[config.mk]
export PLATFORM = sky130hd
export DESIGN_NAME = musicbox_state_record_timed_flat
export DESIGN_NICKNAME = d
export VERILOG_FILES = /design/src/rtl/musicbox_pkg.sv /design/src/rtl/musicbox_state_record_timed_if.sv /design/src/rtl/musicbox_tick_timer.sv /design/src/rtl/musicbox_state_record_timed.sv /design/src/flat_wrapper.sv
export SDC_FILE = /design/constraint.sdc
export NUM_CORES = 1
export LEC_CHECK = 0
export ABC_AREA = 1
export CAP_MARGIN = 20
export CORE_MARGIN = 2
export CORE_UTILIZATION = 35
export CTS_BUF_LIST = sky130_fd_sc_hd__clkbuf_2
export DETAILED_ROUTE_END_ITERATION = 12
export PLACE_DENSITY = 0.7
export SLEW_MARGIN = 10
export SYNTH_ARGS = -nofsm -noshare
export SYNTH_HDL_FRONTEND = slang
export SYNTH_SLANG_ARGS = --single-unit
[constraint.sdc]
create_clock -name clock_50Mhz -period 2.4 [get_ports clock_50Mhz]
set_input_delay 0.24 -clock clock_50Mhz [delete_from_list [all_inputs] [get_ports clock_50Mhz]]
set_output_delay 0.24 -clock clock_50Mhz [all_outputs]
set_load 0.01 [all_outputs]
[src/rtl/musicbox_pkg.sv]
// Shared types and constants for the MusicBox UI blocks.
package musicbox_pkg;

  // Recording FSM encoding; also exported through debugString[31:30].
  typedef enum logic [1:0] {
    IDLE   = 2'd0,
    RECORD = 2'd1,
    DONE   = 2'd2
  } rec_fsm_t;

  // UI state values driven by MusicBoxStateController.
  localparam logic [4:0] STATE_IDLE           = 5'd0;
  localparam logic [4:0] STATE_SELECT         = 5'd1;
  localparam logic [4:0] STATE_PLAYBACK       = 5'd2;
  localparam logic [4:0] STATE_PREPARE_RECORD = 5'd3;
  localparam logic [4:0] STATE_MAKE_RECORDING = 5'd4;

  // Width of the tick counter and of elapsedTicks.
  localparam int unsigned TICK_W = 16;

endpackage

[src/rtl/musicbox_state_record_timed_if.sv]
// Control, sample-in and RAM-write signals of the recording state.
interface musicbox_state_record_timed_if
  import musicbox_pkg::*;
#(
  parameter int unsigned SAMPLE_W = 8,
  parameter int unsigned ADDR_W   = 13
);
  logic                tick_1khz;
  logic [4:0]          currentState;
  logic                sample_valid;
  logic [SAMPLE_W-1:0] sample_data;
  logic                stop_request;
  logic                mem_we;
  logic [ADDR_W-1:0]   mem_addr;
  logic [SAMPLE_W-1:0] mem_wdata;
  logic [ADDR_W:0]     recordedLength;
  logic [TICK_W-1:0]   elapsedTicks;
  logic                stateComplete;
  logic [31:0]         debugString;

  // Controller / audio source side.
  modport master (
    output tick_1khz, currentState, sample_valid, sample_data, stop_request,
    input  mem_we, mem_addr, mem_wdata, recordedLength, elapsedTicks,
           stateComplete, debugString
  );

  // Recording block side.
  modport slave (
    input  tick_1khz, currentState, sample_valid, sample_data, stop_request,
    output mem_we, mem_addr, mem_wdata, recordedLength, elapsedTicks,
           stateComplete, debugString
  );
endinterface

[src/rtl/musicbox_tick_timer.sv]
// Saturating 1 kHz tick counter with a terminal-count flag.
module musicbox_tick_timer
  import musicbox_pkg::*;
#(
  parameter int unsigned LIMIT = 5000
) (
  input  logic              clk,
  input  logic              rst_n,
  input  logic              clear,
  input  logic              enable,
  input  logic              tick,
  output logic [TICK_W-1:0] count,
  output logic              terminal
);

  // Count enabled ticks; clear wins, saturate at all-ones.
  always_ff @(posedge clk) begin
    if (!rst_n) begin
      count <= '0;
    end else if (clear) begin
      count <= '0;
    end else if (enable && tick && (count != '1)) begin
      count <= count + TICK_W'(1);
    end
  end

  // The tick now arriving is the LIMIT-th one.
  assign terminal = tick && (count == TICK_W'(LIMIT - 1));

endmodule

[src/rtl/musicbox_state_record_timed.sv]
// Timed recording state: streams samples to RAM until timeout, full or stop.
module musicbox_state_record_timed
  import musicbox_pkg::*;
#(
  parameter logic [4:0]  STATE_ID       = STATE_MAKE_RECORDING,
  parameter int unsigned DURATION_TICKS = 5000,
  parameter int unsigned SAMPLE_W       = 8,
  parameter int unsigned ADDR_W         = 13
) (
  input  logic clock_50Mhz,
  input  logic reset_n,
  musicbox_state_record_timed_if.slave rec
);

  localparam int unsigned PTR_W = ADDR_W + 1;
  localparam int unsigned DEPTH = 2 ** ADDR_W;

  rec_fsm_t          fsm;
  logic [PTR_W-1:0]  wr_ptr;
  logic [PTR_W-1:0]  wr_ptr_next;
  logic [TICK_W-1:0] elapsed;
  logic              in_state;
  logic              recording;
  logic              accept;
  logic              full_hit;
  logic              time_up;
  logic              finish;

  // Abort (leaving STATE_ID) suppresses every other RECORD action.
  assign in_state    = (rec.currentState == STATE_ID);
  assign recording   = (fsm == RECORD) && in_state;
  assign accept      = recording && rec.sample_valid && (wr_ptr < PTR_W'(DEPTH));
  assign wr_ptr_next = wr_ptr + PTR_W'(accept);
  assign full_hit    = accept && (wr_ptr == PTR_W'(DEPTH - 1));
  assign finish      = recording && (rec.stop_request || time_up || full_hit);

  musicbox_tick_timer #(
    .LIMIT (DURATION_TICKS)
  ) u_timer (
    .clk      (clock_50Mhz),
    .rst_n    (reset_n),
    .clear    ((fsm == IDLE) && in_state),
    .enable   (recording),
    .tick     (rec.tick_1khz),
    .count    (elapsed),
    .terminal (time_up)
  );

  // Recording FSM with registered RAM port and status outputs.
  always_ff @(posedge clock_50Mhz) begin
    if (!reset_n) begin
      fsm                <= IDLE;
      wr_ptr             <= '0;
      rec.mem_we         <= 1'b0;
      rec.mem_addr       <= '0;
      rec.mem_wdata      <= '0;
      rec.recordedLength <= '0;
      rec.stateComplete  <= 1'b0;
    end else begin
      rec.mem_we    <= accept;
      rec.mem_addr  <= accept ? wr_ptr[ADDR_W-1:0] : '0;
      rec.mem_wdata <= accept ? rec.sample_data : '0;
      case (fsm)
        IDLE: begin
          if (in_state) begin
            wr_ptr <= '0;
            fsm    <= RECORD;
          end
        end
        RECORD: begin
          if (!in_state) begin
            fsm <= IDLE;
          end else begin
            wr_ptr <= wr_ptr_next;
            if (finish) begin
              fsm                <= DONE;
              rec.recordedLength <= wr_ptr_next;
              rec.stateComplete  <= 1'b1;
            end
          end
        end
        DONE: begin
          if (!in_state) begin
            fsm               <= IDLE;
            rec.stateComplete <= 1'b0;
          end
        end
        default: begin
          fsm               <= IDLE;
          rec.stateComplete <= 1'b0;
        end
      endcase
    end
  end

  // Status views straight off the state registers.
  assign rec.elapsedTicks = elapsed;
  assign rec.debugString  = {fsm, 1'b0, 13'(wr_ptr), elapsed};

endmodule

[src/flat_wrapper.sv]
// flat-port wrapper written by rule: the top's interface ports become plain ports
module musicbox_state_record_timed_flat import musicbox_pkg::*;
#(
  parameter logic [4:0]  STATE_ID       = STATE_MAKE_RECORDING,
  parameter int unsigned DURATION_TICKS = 5000,
  parameter int unsigned SAMPLE_W       = 8,
  parameter int unsigned ADDR_W         = 13
)
  (clock_50Mhz, reset_n, rec_tick_1khz, rec_currentState, rec_sample_valid, rec_sample_data, rec_stop_request, rec_mem_we, rec_mem_addr, rec_mem_wdata, rec_recordedLength, rec_elapsedTicks, rec_stateComplete, rec_debugString);
  musicbox_state_record_timed_if #(.SAMPLE_W(SAMPLE_W), .ADDR_W(ADDR_W)) rec_i ();
  input  logic clock_50Mhz;
  input  logic reset_n;
  input wire logic [$bits(rec_i.tick_1khz)-1:0] rec_tick_1khz;
  input wire logic [$bits(rec_i.currentState)-1:0] rec_currentState;
  input wire logic [$bits(rec_i.sample_valid)-1:0] rec_sample_valid;
  input wire logic [$bits(rec_i.sample_data)-1:0] rec_sample_data;
  input wire logic [$bits(rec_i.stop_request)-1:0] rec_stop_request;
  output wire logic [$bits(rec_i.mem_we)-1:0] rec_mem_we;
  output wire logic [$bits(rec_i.mem_addr)-1:0] rec_mem_addr;
  output wire logic [$bits(rec_i.mem_wdata)-1:0] rec_mem_wdata;
  output wire logic [$bits(rec_i.recordedLength)-1:0] rec_recordedLength;
  output wire logic [$bits(rec_i.elapsedTicks)-1:0] rec_elapsedTicks;
  output wire logic [$bits(rec_i.stateComplete)-1:0] rec_stateComplete;
  output wire logic [$bits(rec_i.debugString)-1:0] rec_debugString;
  assign rec_i.tick_1khz = rec_tick_1khz;
  assign rec_i.currentState = rec_currentState;
  assign rec_i.sample_valid = rec_sample_valid;
  assign rec_i.sample_data = rec_sample_data;
  assign rec_i.stop_request = rec_stop_request;
  assign rec_mem_we = rec_i.mem_we;
  assign rec_mem_addr = rec_i.mem_addr;
  assign rec_mem_wdata = rec_i.mem_wdata;
  assign rec_recordedLength = rec_i.recordedLength;
  assign rec_elapsedTicks = rec_i.elapsedTicks;
  assign rec_stateComplete = rec_i.stateComplete;
  assign rec_debugString = rec_i.debugString;
  musicbox_state_record_timed #(.STATE_ID(STATE_ID), .DURATION_TICKS(DURATION_TICKS), .SAMPLE_W(SAMPLE_W), .ADDR_W(ADDR_W)) u_core (.clock_50Mhz(clock_50Mhz), .reset_n(reset_n), .rec(rec_i));
endmodule
==> impl_metrics.json <==
{
  "status": "finished clean",
  "fp.dieW_um": 103,
  "finalHoldViolations": 0,
  "setup_violations": 0,
  "antenna_left": 0,
  "layout.nets": 589,
  "critPathLaunchType": "flip-flop",
  "cts_hold_buf": 0,
  "period_share": 0.877,
  "place_hpwl_mm": 6.48,
  "yosysTopAreaCell": "dfxtp_1",
  "cap_violations": 0,
  "htreeDepth": 3,
  "hp-start": "rec_sample_data[2]",
  "clkTransAtPathRegs_ns": 0.21,
  "maxSlewViolCount": 0,
  "die_h_um": 103,
  "placedCellCount": 686,
  "period_minus_slack_ns": 2.10,
  "finalPower_mw": 2.13,
  "crit_slowest_cell": "dfxtp_1",
  "yosysSeqAreaShare": 0.406,
  "finalSetupTns_ns": 0,
  "clock.fmax_mhz": 475,
  "synthTopCellsByArea": "dfxtp_1, nand2_1, nor2_1",
  "place_area_mm2": 0.00438,
  "clk_latency_ns": 0.52,
  "worst_slack_ns": 0.296,
  "relSlewSlack": 0.665,
  "ios": 103,
  "yosys_warnings": 0,
  "pre_cts_ws_ns": -0.190,
  "drc_errors": 0,
  "irDropWorstVdd_mv": 0.332,
  "clock-root-buffer": "clkbuf_2",
  "synth_cell_types": 30,
  "rsz0062_at_grt": "no",
  "clk_path_buf_depth": 2,
  "fill_cells": 961,
  "antenna_cells": 0,
  "final_common_cell": "nand2_1",
  "port_buffers": 101,
  "vias": 3211,
  "cellPowerDensity_mw_per_mm2": 469,
  "netlist_instances": 483,
  "endpoint_kind": "flip-flop",
  "core_mm2": 0.00933,
  "clock_sinks": 69,
  "min_path_type": "input pin to flip-flop",
  "cp_cell_sequence": "inv_1 > nand3_4 > inv_2 > nand2_4 > nor3_4 > ha_1 > ha_1 > nand2_1 > nor2_1 > buf_4 > xor2_1 > nand2_1 > a21oi_1",
  "synth_area_per_cell_um2": 7.04,
  "syn_nets": 504,
  "p_leak_nw": 1.77,
  "grt-ovfl-total": 0,
  "ys_seq_elements": 69,
  "critPathKind": "flip-flop to flip-flop",
  "cts-resized-gates": 0,
  "rows": 35,
  "gp_congestion": 0.894,
  "grt_first_pass_wirelength_mm": 14.1,
  "via_per_inst": 4.57,
  "grt_antenna_before_repair": 0,
  "numCtsBuffers": 9,
  "cp_max_fo": 5,
  "wl_per_cell_um": 12.4,
  "grt_max_degree": 23,
  "drtPass1Iterations": 5,
  "area_growth_syn_to_layout_pct": 33.8,
  "cts_tree": "done",
  "final_cell_mix": "nand2_1, clkdlybuf4s50_1, nor2_1, dfxtp_1, inv_1",
  "final.setup_skew_ns": 0.0283,
  "first_global_vias": 2982,
  "grt_usage": 0.172,
  "r2r-start": "u_core.fsm[1]$_SDFFE_PN0P_",
  "tightest_slew_ns": 0.501,
  "required_ns": 2.86,
  "drtIter0Drc": 122,
  "drive_gt1_frac": 0.0803,
  "crit_path_max_incr_delay_ns": 0.38,
  "crit_start": "u_core.fsm[1]$_SDFFE_PN0P_",
  "die-area_mm2": 0.0105,
  "synth_top_area_frac": 0.406,
  "design_area_mm2": 0.00455,
  "postCtsSetupBuffers": 0,
  "routed_wl_mm": 8.69,
  "initial_core_util": 0.365,
  "synthesis.area_mm2": 0.00340,
  "arrival_ns": 2.56,
  "instances_no_fill": 702
}
## kinds of logic after synthesis
family,synth area share
fa+ha+maj,0.0110
flops,0.406
compound gates,0.0662
xor+xnor,0.0541
other cells,0.00110
buf+inv,0.152
simple gates,0.309
## power breakdown
group	total (mW)	internal [mW]	leakage, nW	switching [mW]
Clock	0.912	0.453	0.0887	0.459
Sequential	1.15	1.15	0.555	0.000438
Combinational	0.0736	0.0367	1.13	0.0369
Total	2.13	1.64	1.77	0.496
## Yosys cell counts, drive strengths merged
master	instances
nand2	127
xor2	16
dfxtp	69
inv	56
ha	3
clkinv	1
xnor2	5
nor3	4
buf	40
a21oi	40
o21ai	5
conb	1
nand3	21
nor2	84
clkbuf	2
nand3b	4
and2	1
nand4	3
nor3b	1
## area by class of cell
class | instances | area (µm²) | share of cell area
clock inverter | 7 | 123 | 0.0269
multi-input combinational | 315 | 1500 | 0.330
inverter | 57 | 214 | 0.0470
clock buffer | 9 | 45.0 | 0.00990
timing repair buffer | 116 | 1120 | 0.247
tap | 129 | 161 | 0.0355
sequential | 69 | 1380 | 0.304
## final timing paths
check                                                            endpoint  slack, ns  cells past startpoint
worst max-delay path                        u_core.wr_ptr[8]$_SDFFE_PN0P_       0.30                     13
worst min-delay path                   u_core.rec.mem_wdata[2]$_SDFF_PN0_       0.21                      3
worst max register to register              u_core.wr_ptr[8]$_SDFFE_PN0P_       0.30                     13
worst min register to register  u_core.rec.recordedLength[2]$_SDFFE_PN0P_       0.50                      2
## per-layer routing
layer | global-route usage | wire length, µm
met1 | 0.203 | 3650
met2 | 0.296 | 4240
met3 | 0.0420 | 583
met4 | 0.0738 | 217
met5 | 0 | 0
## flip-flops by register name, summed over array words and instances, names as in the netlist
signal,cells
u_core.fsm,2
u_core.rec.mem_addr,13
u_core.wr_ptr,14
u_core.u_timer.count,16
u_core.rec.mem_wdata,8
u_core.rec.stateComplete,1
u_core.rec.recordedLength,14
u_core.rec.mem_we,1
## critical path, delay by kind of cell (launching register included)
family	cells	cell delay, ns
xor gates and xnor gates	1	0.20
AOI/OAI and AO/OA	1	0.14
adders and majority gates	2	0.39
and+or+nand+nor	6	0.57
DFF	1	0.38
buffers and inverters	3	0.37
## per-stage QoR
step            util  hold slack, ns
6_report       0.488           0.210
2_1_floorplan      -           0.352
5_1_grt        0.488           0.176
3_3_place_gp   0.470           0.472
4_1_cts        0.488           0.163
3_5_place_dp   0.470           0.468
No activity file was read; power rests on OpenSTA's default activity.
